===== config.mk =====
export PLATFORM = sky130hd
export DESIGN_NAME = wspr_symbol_decoder
export DESIGN_NICKNAME = d
export VERILOG_FILES = /design/src/rtl/wspr_symbol_decoder.sv
export SDC_FILE = /design/constraint.sdc
export NUM_CORES = 1
export LEC_CHECK = 0
export CAP_MARGIN = 20
export CORE_MARGIN = 4
export CORE_UTILIZATION = 55
export CTS_CLUSTER_DIAMETER = 200
export DETAILED_ROUTE_END_ITERATION = 10
export PLACE_DENSITY = 0.75
export SLEW_MARGIN = 10
export SYNTH_ARGS = -nofsm -noshare
export SYNTH_HDL_FRONTEND = slang
export SYNTH_SLANG_ARGS = --single-unit

===== constraint.sdc =====
create_clock -name i_clk -period 8.16 [get_ports i_clk]
set_clock_uncertainty 0.2 [all_clocks]
set_input_delay 0.816 -clock i_clk [delete_from_list [all_inputs] [get_ports i_clk]]
set_output_delay 0.816 -clock i_clk [all_outputs]
set_load 0.05 [all_outputs]

===== src/rtl/wspr_symbol_decoder.sv =====
// WSPR symbol decoder: classifies the generator's per-cycle phase increment into one of
// four tones, emits one symbol strobe per symbol period and flags any frame fault.
module wspr_symbol_decoder #(
   parameter int SYMBOL_CYCLES = 54613333,
   parameter int BASE_FTW      = 0,
   parameter int TONE_FTW      = 79,
   parameter int NUM_SYMBOLS   = 162
) (
   input  logic               i_clk,
   input  logic               i_reset,
   input  logic signed [15:0] iS_amplitude,
   input  logic signed [31:0] iS_phaseAngle,
   output logic [1:0]         o_symbol,
   output logic               o_symbolValid,
   output logic [7:0]         o_symbolIndex,
   output logic               o_busy,
   output logic               o_done,
   output logic               o_error
);

   localparam int CW = (SYMBOL_CYCLES > 1) ? $clog2(SYMBOL_CYCLES) : 1;
   localparam logic [CW-1:0] LAST_CYCLE  = CW'(SYMBOL_CYCLES - 1);
   localparam logic [CW-1:0] FIRST_CLASS = CW'(1);
   localparam logic [7:0]    LAST_SYMBOL = 8'(NUM_SYMBOLS - 1);
   localparam logic signed [32:0] TOL    = 33'(TONE_FTW / 4);

   typedef enum logic [1:0] {IDLE, RX, DONE} state_t;

   state_t          state_reg, state_next;
   logic [CW-1:0]   cyc_reg, cyc_next;
   logic [7:0]      sym_reg, sym_next;
   logic [1:0]      rec_sym_reg, rec_sym_next;
   logic            rec_valid_reg, rec_valid_next;
   logic [1:0]      symbol_reg, symbol_next;
   logic [7:0]      index_reg, index_next;
   logic            valid_reg, valid_next;
   logic            done_reg, done_next;
   logic            error_reg, error_next;
   logic [31:0]     prev_phase_reg;

   logic [31:0]     delta;
   logic [31:0]     off;
   logic [3:0]      hit;
   logic [1:0]      class_val;
   logic            class_valid;
   logic [1:0]      emit_val;
   logic            carrier;

   assign carrier = (iS_amplitude != 16'sd0);
   assign delta   = $unsigned(iS_phaseAngle) - prev_phase_reg;
   assign off     = delta - 32'(BASE_FTW);

   // One tolerance window per tone; compared in 33 bits so no offset can overflow.
   genvar gi;
   generate
      for (gi = 0; gi < 4; gi++) begin : g_tone
         localparam logic signed [32:0] K_OFF = 33'(gi * TONE_FTW);
         logic signed [32:0] diff;
         assign diff    = $signed({off[31], off}) - K_OFF;
         assign hit[gi] = (diff >= -TOL) && (diff <= TOL);
      end
   endgenerate

   always_comb begin
      class_val = 2'd0;
      for (int k = 3; k >= 0; k--) begin
         if (hit[k]) class_val = 2'(k);
      end
   end
   assign class_valid = |hit;

   // With a two-cycle symbol the classifying cycle is also the last one.
   assign emit_val = (cyc_reg == FIRST_CLASS) ? (class_valid ? class_val : 2'd0)
                                              : (rec_valid_reg ? rec_sym_reg : 2'd0);

   always_comb begin
      state_next     = state_reg;
      cyc_next       = cyc_reg;
      sym_next       = sym_reg;
      rec_sym_next   = rec_sym_reg;
      rec_valid_next = rec_valid_reg;
      symbol_next    = symbol_reg;
      index_next     = index_reg;
      valid_next     = 1'b0;
      done_next      = 1'b0;
      error_next     = error_reg;
      case (state_reg)
         IDLE: begin
            if (carrier) begin
               state_next     = RX;
               cyc_next       = FIRST_CLASS;
               sym_next       = 8'd0;
               rec_sym_next   = 2'd0;
               rec_valid_next = 1'b0;
               error_next     = 1'b0;
            end
         end
         RX: begin
            if (!carrier) begin
               state_next = IDLE;
               error_next = 1'b1;
               cyc_next   = '0;
               sym_next   = 8'd0;
            end else begin
               if (cyc_reg == FIRST_CLASS) begin
                  rec_sym_next   = class_val;
                  rec_valid_next = class_valid;
               end else if (cyc_reg != '0) begin
                  if (!class_valid || !rec_valid_reg || (class_val != rec_sym_reg))
                     error_next = 1'b1;
               end
               if (cyc_reg == LAST_CYCLE) begin
                  valid_next  = 1'b1;
                  symbol_next = emit_val;
                  index_next  = sym_reg;
                  cyc_next    = '0;
                  if (sym_reg == LAST_SYMBOL) begin
                     done_next  = 1'b1;
                     state_next = DONE;
                  end else begin
                     sym_next = sym_reg + 8'd1;
                  end
               end else begin
                  cyc_next = cyc_reg + CW'(1);
               end
            end
         end
         DONE: begin
            if (!carrier) begin
               state_next = IDLE;
               sym_next   = 8'd0;
            end
         end
         default: state_next = IDLE;
      endcase
   end

   always_ff @(posedge i_clk) begin
      if (i_reset) begin
         state_reg      <= IDLE;
         cyc_reg        <= '0;
         sym_reg        <= 8'd0;
         rec_sym_reg    <= 2'd0;
         rec_valid_reg  <= 1'b0;
         symbol_reg     <= 2'd0;
         index_reg      <= 8'd0;
         valid_reg      <= 1'b0;
         done_reg       <= 1'b0;
         error_reg      <= 1'b0;
         prev_phase_reg <= 32'd0;
      end else begin
         state_reg      <= state_next;
         cyc_reg        <= cyc_next;
         sym_reg        <= sym_next;
         rec_sym_reg    <= rec_sym_next;
         rec_valid_reg  <= rec_valid_next;
         symbol_reg     <= symbol_next;
         index_reg      <= index_next;
         valid_reg      <= valid_next;
         done_reg       <= done_next;
         error_reg      <= error_next;
         prev_phase_reg <= $unsigned(iS_phaseAngle);
      end
   end

   assign o_symbol      = symbol_reg;
   assign o_symbolValid = valid_reg;
   assign o_symbolIndex = index_reg;
   assign o_busy        = (state_reg == RX);
   assign o_done        = done_reg;
   assign o_error       = error_reg;

endmodule


# Yosys cells after proc, flatten, opt, wreduce, memory -nomap -nowiden
# Index checks and enable logic that the tools add are counted.
[totals]
output_inout_bits = 14
inputBits = 50
word_cells = 104
reg_bits = 84
[op_classes]
n_eq_ne = 16
addsub = 6
n_lt_le_gt_ge = 8
n_bitwise = 3
n_mux = 38
n_reduce_logical = 22
[ops]
columns = ["op", "count"]
rows = [
  ["$ge 33x6->1 const B", 3],
  ["$le 33x6->1 const B", 3],
  ["$mux 26", 3],
  ["$sub 32x9->33 const B", 2],
  ["$pmux 26 s2", 1],
  ["$mux 8", 5],
  ["$sub 32x8->33 const B", 1],
  ["$ge 32x6->1 const B", 1],
  ["$le 32x6->1 const B", 1],
  ["$sub 32x32->32", 1],
  ["$mux 2", 15],
  ["$add 26x1->26 const B", 1],
  ["$eq 26x1->1 const B", 1],
  ["$eq 26x26->1 const B", 1],
  ["$reduce_bool 26->1", 1],
  ["$pmux 8 s3", 1],
  ["$reduce_bool 16->1", 1],
  ["$ne 3x2->1 const B", 4],
  ["$reduce_and 5->1", 2],
  ["$mux 1", 9],
  ["$add 8x1->8 const B", 1],
  ["$eq 8x8->1 const B", 1],
  ["$reduce_and 4->1", 2],
  ["$reduce_or 4->1", 2],
  ["other kinds (19)", 30],
]

# Depth between registers and ports, before layout
# Gate-level depths: netlist (run 1).
[depth]
ltp_word = 15
depth_mapped = 21
depth_no_buf = 20

# Worst setup path before layout (run 1)
# OpenSTA, ideal clock, no wires.
[synth_timing]
kind = "input to register"
startpoint = "in iS_phaseAngle[0]"
endpoint = "reg error_reg, in the netlist o_error"
t_arrival_ns = 5.255
stages = 21
setup_slack_ns = 2.631
t_required_ns = 7.886
setup_time_ns = 0.074
n_path_buf = 1
path_cell_list = "inv_1 > ha_1 > inv_1 > fa_1 > xor2_1 > ha_1 > clkbuf_1 > nor2b_1 > nand2_1 > mux2i_1 > a211o_1 > a21o_1 > nand3_1 > a21oi_1 > o21ai_0 > nor4_1 > nand4_1 > or4_1 > o2111a_1 > a21o_1 > a31oi_1"
[synth_via]
elab_chain_cells = 12
elab_cells_between_ends = 27
classes_between = "4 x add/sub; 8 x order compare; 2 x eq/ne; 4 x mux; 9 x reduce/logical"
[synth_rtl]
columns = ["item", "line_no", "rtl"]
rows = [
  ["start: declaration", "12", "input logic signed [31:0] iS_phaseAngle,"],
  ["$sub 32x32->32 *", "50", "assign delta = $unsigned(iS_phaseAngle) - prev_phase_reg;"],
  ["$sub 32x9->33", "59", "assign diff = $signed({off[31], off}) - K_OFF;"],
  ["$ge 33x6->1 / $le 33x6->1 (equally long branches)", "60", "assign hit[gi] = (diff >= -TOL) && (diff <= TOL);"],
  ["$logic_and 1x1->1", "60", ""],
  ["$mux 2 (4 in series)", "67", "if (hit[k]) class_val = 2'(k);"],
  ["$ne 2x2->1", "109", "if (!class_valid || !rec_valid_reg || (class_val != rec_sym_reg))"],
  ["$logic_or 1x1->1 *", "109", ""],
  ["$ne 3x2->1 (no source line) *", "n/a", ""],
  ["$reduce_and 5->1 (no source line) *", "n/a", ""],
  ["end signal: assignment", "161", "error_reg <= error_next;"],
  ["end: declaration", "38", "logic error_reg, error_next;"],
]
# Every way passes the cells marked *; elsewhere a longest branch is shown, timed or not.
# A chain may end at the register's enable or synchronous reset.

# Worst setup path after layout (run 1)
# Same ends and word-level chain as after synthesis.

==> results.ini, run 1 <==
[outcome]
status = complete, no violations

[hold_path]
min_path_type = register to register
holdPathStages = 2

[cells_and_area]
fin_util = 0.632
final_area_um2 = 10100
final_nets = 1397
synthToLayoutAreaGrowth_pct = 11.1
largest_reg_flops = 32
antennaDiodeCount = 0
fill_cells = 1509
drive_gt1_frac = 0.0521

[sta]
hold_viol = 0
rsz0062_at_grt = no
tightest_slew_ns = 1.08
fin_crit_ns = 6.54
setup_viol = 0
fmax_mhz = 153
setup_tns_ns = 0
slew_headroom = 0.283
period_share = 0.801
worst_slack_ns = 1.62
final_max_slew_viol_count = 0

[run]
drv_cap = 0

[yosys]
yosysMostFrequentCell = nand2_1
synth_area_um2 = 9130
synthTopCellsByCount = nand2_1 (117), nor2_1 (111), a21oi_1 (100)
synthTopCellsByArea = dfxtp_1 (18%), ha_1 (6.2%), a21oi_1 (5.5%)
synth-edff-count = 0
synth_ff_type = dfxtp_1
syn_inst = 1278
avgSynthCellArea_um2 = 7.14
ys_ff_latch = 84
synth_top_area_frac = 0.184
ys_types = 93
synth_top_cell_by_area = dfxtp_1
yosysWarnings = 0
ys_seq_area_frac = 0.184
async_reset_ff_frac = 0
syn_nets = 1374

[die]
die_w_um = 137
die-height_um = 137
rows = 46
initial_utilization = 0.569
core_area_um2 = 16100
io_pins = 64
dieArea_um2 = 18700

[critical_path]
critPathArrivalTime_ns = 6.62
critPathMaxFanout = 11
path_class = input pin to register
rr_worst_depth = 19
worstSetupEndpointType = register
crit_required_ns = 8.25
critPathLaunchType = input pin

[detailed_routing]
via_per_inst = 6.72
final_antenna_net_count = 0
finalWirelength_um = 29200
num_vias = 10200
drtIter0Drc = 1085
first_pass_iters = 5
wl_per_cell_um = 19.2
drc = 0

[power]
totalPowerFinal_mw = 1.69
vdd.ir_drop.worst_mv = 0.128
p_leak_nw = 3.42
p_per_area_nw_per_um2 = 166

[grt]
gr-total-overflow = 0
antenna_found_initial = 0
grt_max_degree = 59
grt_pass1_vias = 8899
groute.usage.overall = 0.313
grt_pass1_wl_um = 47200

[clocking]
hold_buffers = 0
clock-sinks = 84
clockBufferDepth = 2
htree_levels = 3
clock_latency_ns = 0.36
ctsResizeCount = 0
clk_pin_slew_ns = 0.08
cts_made_buffers = 9
cts_setup_buffers = 0
cts_tree = yes
cts_root_buf = clkbuf_16

[placement]
gp_congestion = 0.999
dpl-instance-area_um2 = 9850
dp_slack_ns = 1.35
port-buffer-count = 63
hpwl_um = 23100

metal layers:
| layer | GRT usage | up-vias | wire [um] |
|---|---|---|---|
| met5 | 0 | - | 0 |
| met2 | 0.445 | 525 | 12100 |
| met4 | 0.0826 | 0 | 619 |
| met1 | 0.481 | 4771 | 13600 |
| met3 | 0.0559 | 56 | 2860 |
| li1 | - | 4872 | - |
area by class of cell:
cell class | count | area [um^2] | share of cell area
clock buffers | 9 | 225 | 0.0222
clock inverters | 7 | 76.3 | 0.00752
inverters | 54 | 203 | 0.0200
multi-input cells | 1076 | 6970 | 0.687
flip-flops and latches | 84 | 1680 | 0.166
well taps | 216 | 270 | 0.0266
repair buffers | 76 | 723 | 0.0713
stage by stage:
step           cells  hold WS [ns]
5_1_grt         1522         0.278
3_3_place_gp    1506         0.243
2_1_floorplan   1278         0.253
3_5_place_dp    1506         0.247
4_1_cts         1522         0.255
6_report        1522         0.252
cell families after synthesis:
logic type | after synthesis | synth area share
AOI/OAI and AO/OA | 366 | 0.274
muxes | 8 | 0.00891
DFF | 84 | 0.184
xor gates and xnor gates | 85 | 0.0824
and+or+nand+nor | 571 | 0.334
buffers and inverters | 118 | 0.0526
adders and majority gates | 46 | 0.0639
power breakdown:
part | leakage (nW) | switching [mW] | total (mW) | internal, mW
clock network | 0.149 | 0.209 | 0.427 | 0.218
registers | 0.687 | 0.00452 | 0.424 | 0.420
logic | 2.59 | 0.564 | 0.835 | 0.271
total | 3.42 | 0.778 | 1.69 | 0.909
final timing paths:
path / start / endpoint / slack [ns]
worst max-delay path: iS_phaseAngle[0] / o_error$_SDFFE_PP0P_ / 1.62
worst max register to register: prev_phase_reg[0]$_SDFF_PP0_ / o_error$_SDFFE_PP0P_ / 2.25
worst min-delay path: o_symbolIndex[1]$_SDFFE_PP0P_ / o_symbolIndex[1]$_SDFFE_PP0P_ / 0.25
worst min register to register: o_symbolIndex[1]$_SDFFE_PP0P_ / o_symbolIndex[1]$_SDFFE_PP0P_ / 0.25
worst max-delay path: stages:
cell and delay [ns]:
clkdlybuf4s50_1 0.40, inv_1 0.07, ha_1 0.19, inv_1 0.06
fa_1 0.44, xor2_1 0.72, ha_1 0.49, nor2b_1 0.46
nand2_1 0.10, mux2i_1 0.34, a211o_1 0.19, a21o_1 0.27
nand3_1 0.13, a21oi_1 0.16, o21ai_0 0.13, nor4_1 0.44
nand4_1 0.15, or4_1 0.57, o2111a_1 0.17, a21o_1 0.18
a31oi_1 0.14
placed cells by master (no fill, tap or decap), drive strengths merged, types with 7 or more instances in the layout:
cell and count:
nand2 117, nor2 111, a21oi 104, dfxtp 84
o21ai 71, clkdlybuf4s50 62, nand4 61, inv 58
nand3 53, nor3 51, xnor2 49, ha 45
nor4 40, nor2b 39, xor2 36, a31oi 23
or3 20, a21o 18, o211ai 18, a211oi 16
o31ai 15, buf 14, and3 13, or4 13
and2 13, and4 12, o21a 11, or2 10
clkbuf 9, a2111oi 8, a211o 7, mux2i 7
a221oi 7
No activity file was read; power rests on OpenSTA's default activity.
==> inputs of run 2 (changes only) <==
Clock period 8.16 ns to 6.8 ns, I/O delays scaled along.
==> results.ini, run 2 (synthesis gave the netlist of run 1 again) <==
[outcome]
status = complete, no violations

[sta]
period_share = 0.904
setup_viol = 0  ; unchanged
setup_tns_ns = 0  ; unchanged
fin_crit_ns = 6.15
hold_viol = 0  ; unchanged
rsz0062_at_grt = no
slew_headroom = 0.279  ; -0.00331
fmax_mhz = 163
final_max_slew_viol_count = 0  ; unchanged
tightest_slew_ns = 1.08  ; +0.00496 ns

[detailed_routing]
finalWirelength_um = 29600  ; +1.2%
drc = 0  ; unchanged
drtIter0Drc = 1244  ; +15%
wl_per_cell_um = 19.1  ; -0.65%
via_per_inst = 6.68  ; -0.59%
num_vias = 10400  ; +1.2%
final_antenna_net_count = 0  ; unchanged
first_pass_iters = 6  ; +1

[critical_path]
max_stage_delay_ns = 0.63  ; -0.09 ns
critPathMaxFanout = 8  ; -3
r2r_slack_ns = 1.13  ; -1.12 ns
critPathLaunchType = input pin
crit_required_ns = 6.86  ; -1.39 ns
crit_path_cell_trace = clkdlybuf4s50_1 > inv_1 > ha_1 > inv_1 > fa_1 > a211oi_4 > o211ai_1 > a31o_1 > xnor2_1 > o211ai_1 > nor3_2 > nand2_1 > nor3_2 > xnor2_1 > or3b_1 > or4_1 > a31oi_1 > xor2_1 > a31oi_1
worstSetupEndpointType = register
cp_slowest_cell = xnor2_1
critPathArrivalTime_ns = 6.20  ; -0.42 ns
path_class = input pin to register

[clocking]
cts_setup_buffers = 0  ; unchanged
cts_root_buf = clkbuf_16
cts_made_buffers = 9  ; unchanged
htree_levels = 3  ; unchanged
cts_tree = yes
clock-sinks = 84  ; unchanged
ctsResizeCount = 0  ; unchanged
clock_latency_ns = 0.36  ; about the same
clockBufferDepth = 2  ; unchanged
clk_pin_slew_ns = 0.08  ; about the same
hold_buffers = 0  ; unchanged

[cells_and_area]
final_cells = 1550  ; +1.8%
fill_cells = 1467  ; -2.8%
largest_reg_flops = 32  ; unchanged
mostFrequentLayoutCell = nand2_1
final_nets = 1425  ; +2.0%
drive_gt1_frac = 0.0720  ; +0.0199
synthToLayoutAreaGrowth_pct = 13.4
antennaDiodeCount = 0  ; unchanged
mostFrequentLayoutCells = nand2_1 (117), nor2_1 (111), a21oi_1 (100)

[grt]
groute.usage.overall = 0.313  ; +0.000342
grt_pass1_vias = 9202  ; +3.4%
antenna_found_initial = 0  ; unchanged
gr-total-overflow = 0  ; unchanged
grt_pass1_wl_um = 47400  ; +0.40%
grt_max_degree = 59  ; unchanged

[die]
die_w_um = 137  ; unchanged
core_area_um2 = 16100  ; unchanged
initial_utilization = 0.569  ; unchanged
dieArea_um2 = 18700  ; unchanged
die-height_um = 137  ; unchanged
io_pins = 64  ; unchanged
rows = 46  ; unchanged

[power]
p_leak_nw = 3.56  ; +4.0%
p_per_area_nw_per_um2 = 201  ; +21%
vdd.ir_drop.worst_mv = 0.168  ; +31%

[placement]
dp_cells = 1533  ; +1.8%
port-buffer-count = 63  ; unchanged
gp_congestion = 1.06  ; +6.4%
hpwl_um = 23300  ; +0.61%

[hold_path]
min_path_type = register to register

[run]
drv_cap = 0  ; unchanged

-- run 2: cell types whose count changed in the layout (fill, tap and decap cells not counted) --
cell   delta
buf_4    +28
-- run 2: path summary, 6_finish.rpt --
path	from	end	depth (start not counted)
max	iS_phaseAngle[0]	o_error$_SDFFE_PP0P_	19
min	o_symbolIndex[4]$_SDFFE_PP0P_	o_symbolIndex[4]$_SDFFE_PP0P_	2
min reg2reg	o_symbolIndex[4]$_SDFFE_PP0P_	o_symbolIndex[4]$_SDFFE_PP0P_	2
max reg2reg	prev_phase_reg[0]$_SDFF_PP0_	o_error$_SDFFE_PP0P_	17
-- run 2: area by class of cell --
cell class | count | area, um^2 | area share
multi-input combinational | 1076 | 6970 | 0.673
sequential | 84 | 1680 | 0.162
timing repair buffer | 104 | 933 | 0.0901
tap | 216 | 270 | 0.0261
clock buffer | 9 | 225 | 0.0217
inverter | 54 | 203 | 0.0196
clock inverter | 7 | 76.3 | 0.00737
-- run 2: per-stage QoR --
step / hold WS [ns] / cell area, um^2 / worst slack, ns / utilization / power, mW
6_report: 0.254 / 10400 / 0.654 / 0.645 / 2.08
5_1_grt: 0.277 / 10400 / 0.326 / 0.645 / 2.20
4_1_cts: 0.256 / 10300 / 0.804 / 0.645 / 2.05
3_5_place_dp: 0.247 / 10000 / 0.456 / 0.626 / 1.53
3_3_place_gp: 0.240 / 10000 / 0.447 / 0.626 / 1.53
2_1_floorplan: 0.253 / 9130 / 1.41 / - / 1.22
-- run 2: per-layer routing --
metal	GRT usage	routed length, um	vias to the layer above
li1	-	-	4931
met4	0.103	961	0
met1	0.447	13300	4763
met2	0.458	12200	564
met3	0.0813	3100	93
met5	0	0	-
-- run 2: report_power, final --
part	internal (mW)	switching (mW)
clock network	0.262	0.253
registers	0.504	0.00543
logic	0.364	0.694
-- run 2: critical path: cells and delay by family --
family,cells,cell delay (ns)
compound gates,6,1.58
xor+xnor,3,0.95
fa+ha+maj,2,0.63
buf+inv,3,0.53
simple gates,5,1.81
